$ cat config.mk
export PLATFORM = sky130hd
export DESIGN_NAME = mat_mul_result_collector
export DESIGN_NICKNAME = d
export VERILOG_FILES = /design/src/rtl/mat_mul_result_collector.sv
export SDC_FILE = /design/constraint.sdc
export NUM_CORES = 1
export LEC_CHECK = 0
export ABC_CLOCK_PERIOD_IN_PS = 4400
export CAP_MARGIN = 20
export CORE_ASPECT_RATIO = 1.5
export CORE_MARGIN = 4
export CORE_UTILIZATION = 30
export DETAILED_ROUTE_END_ITERATION = 10
export SYNTH_ARGS = -nofsm -noshare
export SYNTH_HDL_FRONTEND = slang
export SYNTH_SLANG_ARGS = --single-unit
$ cat constraint.sdc
create_clock -name clk -period 4.4 [get_ports clk]
set_input_delay 0.88 -clock clk [delete_from_list [all_inputs] [get_ports clk]]
set_output_delay 0.88 -clock clk [all_outputs]
set_load 0.01 [all_outputs]
$ cat src/rtl/mat_mul_result_collector.sv
// Result collector behind the 4x4 complex matrix multiplier.
// Captures the row-major serial output stream into a 4x4 buffer and
// holds it for random-access reads until the consumer releases it.
//
// Ports:
//   clk             : single clock, all logic on the rising edge
//   rst             : synchronous active-high reset
//   in_valid        : element strobe from the multiplier
//   in_done         : last-element marker from the multiplier
//   in_r / in_i     : serial element, real / imag (Q7.11)
//   mul_start_allow : buffer can take a new frame (gates Start_Mul)
//   mat_ready       : a full matrix is held in the buffer
//   mat_ack         : one-cycle release pulse from the consumer
//   rd_addr         : row-major element index (row*MAT_DIM+col)
//   rd_data_r/_i    : registered read data, 1-cycle latency
//   frame_cnt       : completed-frame counter, wraps at 256
//   frame_err       : sticky short-frame / overrun flag
//                     (only with MAT_COLLECT_ERR_CHECK_EN defined)
//
// Build option: define MAT_COLLECT_ERR_CHECK_EN to enable in_done
// checking and the frame_err output. Without it, in_done is ignored,
// completion is count-based and overruns are silently dropped.

module mat_mul_result_collector #(
  parameter  int DATA_WIDTH = 18,
  parameter  int MAT_DIM    = 4,
  localparam int N_ELEM     = MAT_DIM * MAT_DIM,
  localparam int ADDR_W     = (N_ELEM > 1) ? $clog2(N_ELEM) : 1
) (
  input  logic                  clk,
  input  logic                  rst,
  input  logic                  in_valid,
  input  logic                  in_done,
  input  logic [DATA_WIDTH-1:0] in_r,
  input  logic [DATA_WIDTH-1:0] in_i,
  output logic                  mul_start_allow,
  output logic                  mat_ready,
  input  logic                  mat_ack,
  input  logic [ADDR_W-1:0]     rd_addr,
  output logic [DATA_WIDTH-1:0] rd_data_r,
  output logic [DATA_WIDTH-1:0] rd_data_i,
  output logic [7:0]            frame_cnt
`ifdef MAT_COLLECT_ERR_CHECK_EN
  ,
  output logic                  frame_err
`endif
);

  typedef enum logic [1:0] {
    IDLE = 2'd0,
    FILL = 2'd1,
    FULL = 2'd2
  } state_e;

  localparam logic [ADDR_W-1:0] LAST =
    ADDR_W'(N_ELEM - 1);
  localparam logic [ADDR_W:0] N_LIM =
    (ADDR_W + 1)'(N_ELEM);

  state_e            state_q;
  state_e            state_d;
  logic [ADDR_W-1:0] cnt_q;
  logic [ADDR_W-1:0] cnt_d;
  logic [7:0]        fcnt_q;
  logic [7:0]        fcnt_d;

  logic [DATA_WIDTH-1:0] mem_r_q [N_ELEM];
  logic [DATA_WIDTH-1:0] mem_i_q [N_ELEM];
  logic [DATA_WIDTH-1:0] rd_r_q;
  logic [DATA_WIDTH-1:0] rd_i_q;

  logic              we;
  logic [ADDR_W-1:0] waddr;
  logic              accept;
  logic              short_frame;
  logic [ADDR_W-1:0] idx;
  logic              ack_full;

  // Index the incoming element lands on: a frame started from IDLE,
  // or from FULL on the same cycle as the ack, always begins at 0.
  assign idx = (state_q == FILL) ? cnt_q : '0;

  assign ack_full = (state_q == FULL) && mat_ack;

  // An element is taken unless the buffer is held and not released.
  assign accept = in_valid &&
                  ((state_q != FULL) || mat_ack);

  always_comb begin
    state_d = state_q;
    cnt_d   = cnt_q;
    fcnt_d  = fcnt_q;
    we      = 1'b0;
    waddr   = idx;
    unique case (state_q)
      IDLE: begin
        cnt_d = '0;
      end
      FILL: begin
        cnt_d = cnt_q;
      end
      FULL: begin
        if (mat_ack) begin
          state_d = IDLE;
          cnt_d   = '0;
        end
      end
      default: begin
        state_d = IDLE;
        cnt_d   = '0;
      end
    endcase
    if (accept) begin
      if (short_frame) begin
        state_d = IDLE;
        cnt_d   = '0;
      end else begin
        we = 1'b1;
        if (idx == LAST) begin
          state_d = FULL;
          cnt_d   = '0;
          fcnt_d  = fcnt_q + 8'd1;
        end else begin
          state_d = FILL;
          cnt_d   = idx + ADDR_W'(1);
        end
      end
    end
  end

  always_ff @(posedge clk) begin
    if (rst) begin
      state_q <= IDLE;
      cnt_q   <= '0;
      fcnt_q  <= '0;
    end else begin
      state_q <= state_d;
      cnt_q   <= cnt_d;
      fcnt_q  <= fcnt_d;
    end
  end

  // Frame storage is deliberately not reset.
  always_ff @(posedge clk) begin
    if (we) begin
      mem_r_q[waddr] <= in_r;
      mem_i_q[waddr] <= in_i;
    end
  end

  // Registered read; a same-cycle write is seen one cycle later.
  always_ff @(posedge clk) begin
    if (rst) begin
      rd_r_q <= '0;
      rd_i_q <= '0;
    end else if ({1'b0, rd_addr} < N_LIM) begin
      rd_r_q <= mem_r_q[rd_addr];
      rd_i_q <= mem_i_q[rd_addr];
    end else begin
      rd_r_q <= '0;
      rd_i_q <= '0;
    end
  end

`ifdef MAT_COLLECT_ERR_CHECK_EN
  logic err_q;
  logic err_d;

  assign short_frame = in_done && (idx != LAST);

  // Setting wins over the ack clear so an error on the
  // restarting element is not lost.
  always_comb begin
    err_d = err_q;
    if (ack_full) begin
      err_d = 1'b0;
    end
    if (in_valid && (state_q == FULL) && !mat_ack) begin
      err_d = 1'b1;
    end
    if (accept && short_frame) begin
      err_d = 1'b1;
    end
  end

  always_ff @(posedge clk) begin
    if (rst) begin
      err_q <= 1'b0;
    end else begin
      err_q <= err_d;
    end
  end

  assign frame_err = err_q;
`else
  logic unused_ctl;

  assign short_frame = 1'b0;
  assign unused_ctl  = in_done ^ ack_full;
`endif

  assign mul_start_allow = (state_q == IDLE);
  assign mat_ready       = (state_q == FULL);
  assign rd_data_r       = rd_r_q;
  assign rd_data_i       = rd_i_q;
  assign frame_cnt       = fcnt_q;

endmodule

==> results.cfg <==
[run_status]
status = finished clean

[synth]
synth-compound-area-share_pct = 5.41
ys_types = 41
yosys.area_share.simple_pct = 2.97
synth_xor_area_share_pct = 0.148
syn_nets = 1365
seq_area_frac_synth_pct = 77.4
synth.top_cell.area_share_pct = 73.2
avgSynthCellArea_sq_um = 17.9
synth_area_leaders = edfxtp_1 73%, mux2i_1 11%, dfxtp_1 4.2%
synthAdderAreaFrac_pct = 0.159
yosysTopAreaCell = edfxtp_1
synth_top_family_by_area = multiplexers
synth-seq-cells = 626
synthCells = 1317
ys_warn_count = 0
synthesis.area_sq_mm = 0.0236
synth_mux_area_share_pct = 12.3

[route]
drtPass1Iterations = 5
vias = 12100
wirelength_microns = 54500
wl_per_cell_microns = 21.9
viasPerCell = 4.86
antenna_left = 0
drc = 0
drt_iter0_markers = 769

[clock_tree]
cts_resized = 0
postCtsHoldBufs = 0
worstSkewPairLatency_ns = 0.60
post_cts_buffers = 0
cts_tree = built
clk_pin_slew_ns = 0.06
numCtsBuffers = 55
clockRootBuffer = clkbuf_16
clock-sinks = 626
cts_buffer_depth = 3
htreeDepth = 2

[floorplanning]
die_area_sq_mm = 0.0834
die_h_microns = 352
rows = 125
die_w_microns = 237
start_util_pct = 30.4
ioPinCount = 91
core_sq_mm = 0.0777

[sta]
maxSlewViolCount = 0
final_hold_viol_count = 0
fin_crit_ns = 2.82
tightest_slew_ns = 0.890
max_freq_mhz = 354
setup_tns_ns = 0
skew_ns = 0.0245
period_share_pct = 64.2
setup_viol = 0
rsz0062_at_grt = no
maxSlewHeadroom_pct = 40.6

[global_routing]
grt_start_max_net_pins = 70
overflow = 0
grt_pass1_vias = 12600
track_usage_pct = 12.7
grt_pass1_wl_microns = 80400
antenna_found_initial = 6

[power]
vdd_drop_max_mv = 0.284
cellPowerDensity_mw_per_mm2 = 440
power.leakage_nw = 9.40

[placed_design]
io_buffer_count = 89
place_congestion = 0.713
dpl.cell_count = 2382
place_hpwl_microns = 29100

[setup_path]
cpPeakStageDelay_ns = 0.60
arrival_ns = 3.10
path_max_fanout = 23
slowest_stage = nor2_4
path_class = primary input to flop
crit_buf_inv = 2
start_kind = primary input
critPathCaptureType = flop
required_ns = 4.67
cp_cell_sequence = clkdlybuf4s50_1 -> nor2b_1 -> nand2_1 -> nor2_4 -> buf_12
cp_top_family = simple AND/OR/NAND/NOR gates

[run]
maxCapViolCount = 0

[finish]
layout_commonest_cell = edfxtp_1
fin_nets = 1471
drive_above_1_share_pct = 10.9
areaGrowthSynthToFinish_pct = 18.0
post-route-util_pct = 35.9
final_cells = 2489
mostFrequentLayoutCells = 576 x edfxtp_1, 260 x mux2i_1, 116 x a22oi_1, 87 x clkdlybuf4s50_1, 55 x clkbuf_16

[worst_hold_path]
hold_path.class = flop to flop
synthesized netlist by cell type, drive strengths merged:
library cell and n:
and2b 1, xor2 1, or3 1, and2 2, nor3 1, ha 3
o31ai 2, or4 2, nand4 3, nor2 28, inv 5, dfxtp 50
xnor2 3, a21oi 10, nand2 54, nor3b 2, o22ai 1, clkbuf 32
or2 1, nand3 38, a211oi 1, nor2b 4, and3 1, edfxtp 576
o2111ai 5, a221oi 9, a22oi 116, buf 41, mux2i 260, nor4 2
nand3b 2, mux4 14, nand4b 1, o21a 1, and4b 1, nand2b 3
o21ai 40
metrics by stage:
step / worst slack (ns) / instance area, sq um / power (mW) / hold WS [ns]
4_1_cts: 1.58 / 27900 / 12.4 / 0.496
6_report: 1.58 / 27900 / 12.3 / 0.491
3_5_place_dp: 0.944 / 26000 / 7.30 / 0.479
2_1_floorplan: 1.05 / 23600 / 7.00 / 0.496
3_3_place_gp: 0.999 / 26000 / 7.29 / 0.472
5_1_grt: 1.48 / 27900 / 12.7 / 0.540
report_power, final:
part	internal (mW)	total, mW	switching (mW)
clock network	2.99	5.10	2.11
logic	0.236	0.589	0.353
registers	6.55	6.57	0.0246
total	9.77	12.3	2.49
cells by family after synthesis:
family                   after synthesis
AO/OA/AOI/OAI                        185
XOR/XNOR                               4
adder cells (fa/ha/maj)                3
buffers and inverters                 78
flip-flops                           626
multiplexers                         274
AND/OR/NAND/NOR                      147
registers in the layout, indices dropped and copies added, names as in the netlist:
name,flops
mem_r_q,288
mem_i_q,288
cnt_q,4
rd_data_i,18
state_q,2
frame_cnt,8
rd_data_r,18
final timing paths:
| check | start | slack (ns) | cells after the start | to |
|---|---|---|---|---|
| worst max-delay path | in_valid | 1.58 | 5 | mem_i_q[10][8]$_DFFE_PP_ |
| worst min-delay path | frame_cnt[7]$_SDFFE_PP0P_ | 0.49 | 2 | frame_cnt[7]$_SDFFE_PP0P_ |
| worst max register to register | state_q[0]$_SDFFE_PP0P_ | 1.78 | 6 | mem_i_q[10][8]$_DFFE_PP_ |
| worst min register to register | frame_cnt[7]$_SDFFE_PP0P_ | 0.49 | 2 | frame_cnt[7]$_SDFFE_PP0P_ |
per-layer routing:
layer,wire length [microns],global-route usage (%),up-vias
met2,28100,22.5,265
met3,2240,1.97,89
met1,22700,15.8,6280
met4,1550,4.33,4
li1,-,-,5454
met5,15,0,-
cell type report:
type / instances / area, sq um
Fill cell: 7150 / 49800
Sequential cell: 626 / 18300
Multi-Input combinational cell: 613 / 5110
Clock buffer: 69 / 1490
Tap cell: 1016 / 1270
Timing Repair Buffer: 122 / 1260
Clock inverter: 34 / 432
Inverter: 5 / 18.8
Antenna cell: 4 / 10.0
tightest hold or removal path, delay by kind of cell, from the launching register on:
kind               cells  cell delay (ns)
AOI/OAI and AO/OA      2             0.12
DFF                    1             0.32
Note: power is estimated with default switching activity, not from simulation.
